<file path="src/rtl/seq_divider.sv">
// Multi-cycle restoring divider (RV32M DIV/DIVU/REM/REMU), one quotient bit per clock.
// Optional SEQ_DIVIDER_EARLY_OUT_EN: divide-by-zero and signed overflow bypass RUN.
module seq_divider #(
  parameter int WIDTH = 32
) (
  input  logic             clk,
  input  logic             rst,
  input  logic             start,
  input  logic             op_signed,
  input  logic [WIDTH-1:0] dividend,
  input  logic [WIDTH-1:0] divisor,
  output logic             busy,
  output logic             done,
  output logic [WIDTH-1:0] quotient,
  output logic [WIDTH-1:0] remainder,
  output logic             div_by_zero
);

  localparam int CW = $clog2(WIDTH + 1);
  localparam logic [WIDTH-1:0] MIN_NEG = {1'b1, {(WIDTH-1){1'b0}}};

  typedef enum logic [2:0] {IDLE, PREP, RUN, FIX, DONE} state_t;

  state_t           state_reg, state_next;
  logic [WIDTH-1:0] a_reg, b_reg;
  logic             signed_reg;
  logic [WIDTH-1:0] q_reg, d_reg, rem_reg;
  logic [CW-1:0]    cnt_reg;
  logic             sign_q_reg, sign_r_reg;
  logic [WIDTH-1:0] quotient_reg, remainder_reg;
  logic             dz_reg;

  logic             accept;
  logic             b_zero, overflow;
  logic [WIDTH-1:0] a_abs, b_abs;
  logic [WIDTH:0]   partial, diff;
  logic             ge;
  logic [WIDTH-1:0] q_fix, rem_fix;

  assign accept   = start && (state_reg == IDLE || state_reg == DONE);
  assign b_zero   = (b_reg == '0);
  assign overflow = signed_reg && (a_reg == MIN_NEG) && (b_reg == '1);
  assign a_abs    = (signed_reg && a_reg[WIDTH-1]) ? -a_reg : a_reg;
  assign b_abs    = (signed_reg && b_reg[WIDTH-1]) ? -b_reg : b_reg;

  // Sign bit of the (WIDTH+1)-bit difference is the trial-subtract borrow.
  assign partial  = {rem_reg, q_reg[WIDTH-1]};
  assign diff     = partial - {1'b0, d_reg};
  assign ge       = ~diff[WIDTH];

  always_comb begin
    q_fix   = sign_q_reg ? -q_reg : q_reg;
    rem_fix = sign_r_reg ? -rem_reg : rem_reg;
    if (b_zero) begin
      q_fix   = '1;
      rem_fix = a_reg;
    end else if (overflow) begin
      q_fix   = a_reg;
      rem_fix = '0;
    end
  end

  // State register
  always_ff @(posedge clk) begin
    if (rst) state_reg <= IDLE;
    else     state_reg <= state_next;
  end

  // Next-state logic
  always_comb begin
    state_next = state_reg;
    case (state_reg)
      IDLE: if (accept) state_next = PREP;
      PREP: begin
`ifdef SEQ_DIVIDER_EARLY_OUT_EN
        state_next = (b_zero || overflow) ? FIX : RUN;
`else
        state_next = RUN;
`endif
      end
      RUN:  if (cnt_reg == CW'(1)) state_next = FIX;
      FIX:  state_next = DONE;
      DONE: state_next = accept ? PREP : IDLE;
      default: state_next = IDLE;
    endcase
  end

  // Output logic
  always_comb begin
    busy = (state_reg == PREP) || (state_reg == RUN) || (state_reg == FIX);
    done = (state_reg == DONE);
  end

  always_ff @(posedge clk) begin
    if (rst) begin
      a_reg         <= '0;
      b_reg         <= '0;
      signed_reg    <= 1'b0;
      q_reg         <= '0;
      d_reg         <= '0;
      rem_reg       <= '0;
      cnt_reg       <= '0;
      sign_q_reg    <= 1'b0;
      sign_r_reg    <= 1'b0;
      quotient_reg  <= '0;
      remainder_reg <= '0;
      dz_reg        <= 1'b0;
    end else begin
      if (accept) begin
        a_reg         <= dividend;
        b_reg         <= divisor;
        signed_reg    <= op_signed;
        quotient_reg  <= '0;
        remainder_reg <= '0;
        dz_reg        <= 1'b0;
      end
      case (state_reg)
        PREP: begin
          sign_q_reg <= signed_reg && (a_reg[WIDTH-1] ^ b_reg[WIDTH-1]);
          sign_r_reg <= signed_reg && a_reg[WIDTH-1];
          q_reg      <= a_abs;
          d_reg      <= b_abs;
          rem_reg    <= '0;
          cnt_reg    <= CW'(WIDTH);
          dz_reg     <= b_zero;
        end
        RUN: begin
          q_reg   <= {q_reg[WIDTH-2:0], ge};
          rem_reg <= ge ? diff[WIDTH-1:0] : partial[WIDTH-1:0];
          cnt_reg <= cnt_reg - 1'b1;
        end
        FIX: begin
          quotient_reg  <= q_fix;
          remainder_reg <= rem_fix;
        end
        default: ;
      endcase
    end
  end

  assign quotient    = quotient_reg;
  assign remainder   = remainder_reg;
  assign div_by_zero = dz_reg;

endmodule

</file>
<file path="config.mk">
export PLATFORM = sky130hd
export DESIGN_NAME = seq_divider
export DESIGN_NICKNAME = d
export VERILOG_FILES = /design/src/rtl/seq_divider.sv
export SDC_FILE = /design/constraint.sdc
export NUM_CORES = 1
export LEC_CHECK = 0
export ABC_AREA = 1
export CAP_MARGIN = 10
export CORE_MARGIN = 3
export CORE_UTILIZATION = 60
export CTS_CLUSTER_DIAMETER = 200
export DETAILED_ROUTE_END_ITERATION = 8
export GPL_TIMING_DRIVEN = 0
export PLACE_DENSITY = 0.82
export SLEW_MARGIN = 10
export SYNTH_ARGS = -nofsm -noshare
export SYNTH_HDL_FRONTEND = slang
export SYNTH_SLANG_ARGS = --single-unit
</file>
<file path="constraint.sdc">
create_clock -name clk -period 2.8 [get_ports clk]
set_clock_uncertainty 0.15 [all_clocks]
set_input_delay 0.56 -clock clk [delete_from_list [all_inputs] [get_ports clk]]
set_output_delay 0.56 -clock clk [all_outputs]
set_load 0.03 [all_outputs]
</file>
==> results.md <==
- Post-route setup slack: 137 ps
- Buffer count from post-CTS setup fixing: 0
- CTS buffer count: 27
- Total design power: ~16 mW
- CP arrival: 2940 ps
- Pre-CTS setup slack: -91.9 ps
- Leakage: roughly 8.8 nW
- Post-CTS Hold Fix Bufs: 0
- Vias: between 15,000 and 20,000
- Slew HR: a little over a third
- Die X: 171 um
- Fin. Hold Viols: 0
- Combinational share of power: 50.1%
- Starting DRT DRC Count: 2,451
- Post-layout util: a little over 70%
- Layout area overhead: 16.3%
- Most frequent cell after synthesis: nand2_1
- Layout cells sized above 1: under 10%
- Hold Path Origin: quotient[11]
- Filler cell count in the final layout: approximately 2,300
- Worst hold path type: register to register
- Post-Syn Area: roughly 0.016 sq mm
- Status: finished clean
- Hold endpoint: quotient[11]
- Register area share after synthesis: just under 30%
- TritonCTS clock tree: yes
- Min Tclk post-route: around 2700 ps
- Ys async rst share: 0%
- Setup CP Type: register to register
- Top post-synthesis cells by area: dfxtp_1, nand2_1, inv_1
- Die Footprint: between 0.02 and 0.03 sq mm
- Number of global-route vias before repair: ~17,000
- Overall routing resource usage: between 30% and 40%
- Fmax: ~0.38 GHz
- IO buf count: roughly 130
- Reg-to-Reg End: rem_reg[15]
- Initial core utilization: around three fifths
- GP Congestion: 1.07
- Switch Pwr: between 7 and 8 mW
- Synthesized instance count: between 2,000 and 3,000
- Sequential power share: ~27%
- Clock power frac: 23.0%
- Post-synth EDFFs: 0
- Fin area: 0.0190 sq mm
- R2R Path Start: q_reg[31]
- First-pass GRT wire length: between 90,000 and 100,000 um
- Detailed Routing Iterations Pass 1: 7
- DR DRC count: 0
- Max Root-Sink Buffers: 3
- Std-Cell Rows: around 60
- Final Slew Violations: 0
- Synth unique cells: 53
- Reg2Reg Setup Slack: between 100 and 150 ps
- IO Pins: 135
- Routed len/inst: 19.0 um
- Startpoint types: register
- HPWL Detailed: about 47,000 um
- Vias per Instance: 5.96
- Synthesis Warnings: 0
- Final Instance Count excl. Fillers: around 3,200
- Period utilisation layout: a little over nine tenths
- Clock Sinks: 237
- Setup-failing EPs final: 0
- Area share of the largest cell type after synthesis: between 20% and 30%
- Yosys reg bits: approximately 240
- Synth Net Count: roughly 2,700
- Power per cell area: around 820 mW/mm^2
- GR Overflow Total: 0
- # placed instances: between 3,000 and 4,000
- Max_cap viols: 0
- Placed inst area: about 0.018 sq mm
- Synth Flop Type: dfxtp_1
- Worst Hold Depth: 2
- CP required: approximately 3000 ps
- Post-route ant nets: 0
- Leading area contributor after synthesis: dfxtp_1
- Mean Syn Cell Area: about 6.2 sq um
- Initial antenna violation count: 3
- H-tree depth: 1
- Endpoint type of the worst setup path: register
- Int Power: ~8.3 mW
- Commonest cells in the netlist: nand2_1, inv_1, dfxtp_1, a21oi_1, nand3_1
- VDD IR-drop max: about 0.00055 V
- Final #Nets: 2,906
- Root Buffer: clkbuf_16
- Switching Share: roughly 47%
- Largest net degree at the start of global routing: 15
- Reg clk slew, reported paths: roughly 60 ps
- Core ar.: 0.0264 sq mm
- Worst-Skew Late Latency: 560 ps
- Worst R2R Path Depth: 18
- Die height: 171 um
- Routed wire length: around 60,000 um
- Slew @ Worst Pin: approximately 950 ps
- CP max FO: 10
## logic make-up after synthesis
family / Yosys count / share of synthesized area [%]
AOI/OAI and AO/OA: 475 / 16.1
buffers and inverters: 467 / 11.5
xor gates and xnor gates: 78 / 4.19
adders and majority gates: 40 / 3.11
and+or+nand+nor: 1340 / 36.0
DFF: 237 / 29.1
## through the flow
step,hold slack [ps],setup TNS (ps)
finish,317,0
global route,324,-32.6
CTS,315,0
detailed placement,306,-525
global placement,304,-228
floorplan,297,0
## worst max-delay path by stage
stage / start / endpoint / cells after the start
floorplan: q_reg[31] / rem_reg[16] / 18
global placement: start / a_reg[29] / 8
detailed placement: start / a_reg[26] / 8
CTS: q_reg[31] / rem_reg[25] / 18
global route: a_reg[1] / remainder[10] / 15
finish: q_reg[31] / rem_reg[15] / 18
## what timing repair did
item	4_1_cts	5_1_grt
setup endpoints to repair	6	73
resized for setup	4	7
endpoints found under the hold margin	0	0
pin swaps	0	2
## power groups by stage
stage	registers [mW]	clock network (mW)	logic [mW]
after CTS	4.15	3.55	7.55
after floorplan	4.09	0	5.52
final	4.19	3.58	7.82
after detailed placement	4.22	0	7.46
after global placement	4.21	0	7.34
after global routing	4.21	3.69	8.55
## critical path, cell delays in order, from the launching register on
cell and delay (ps):
dfxtp_2 350, inv_2 70, ha_1 230, fa_2 360, inv_1 80, nand2_1 50, nand2_1 70, nand3_1 90
nand2_2 130, nand2_2 70, nand2_4 80, nand2_4 90, nand2_4 100, nand2_8 100, nand2_8 130, buf_8 150
nand2_2 70, nand3_2 80, a21oi_2 50
## placed cells by master (no fill, tap or decap), types with 25 or more instances in the layout
cell,count
ha_1,39
nand3_2,29
a21oi_1,210
inv_1,323
nor3_1,32
nor2_1,207
inv_2,26
nand3_1,207
clkbuf_1,81
a21oi_2,25
o21ai_0,162
nand2_2,34
dfxtp_1,236
clkbuf_16,27
clkdlybuf4s50_1,132
xor2_1,62
nand4_1,35
nand2_1,760
## layout make-up
cell class | count | area, sq um | area share (%)
repair buffers | 133 | 1330 | 7.03
clock buffers | 39 | 771 | 4.06
inverters | 352 | 1320 | 6.96
plain buffers | 114 | 567 | 2.99
diodes | 2 | 5.00 | 0.0264
well taps | 335 | 419 | 2.21
clock inverters | 8 | 116 | 0.613
flip-flops and latches | 237 | 4750 | 25.0
multi-input cells | 1933 | 9700 | 51.1
## per-layer routing
metal / vias up / wire length [um] / GRT usage, % / share of wire (%)
met5: - / 13 / 0 / 0.022
li1: 8806 / - / - / -
met2: 1237 / 25800 / 60.6 / 43
met3: 170 / 7920 / 10.1 / 13
met4: 2 / 1980 / 11.9 / 3.3
met1: 8587 / 24200 / 54.2 / 40
Note: power is estimated with default switching activity, not from simulation.
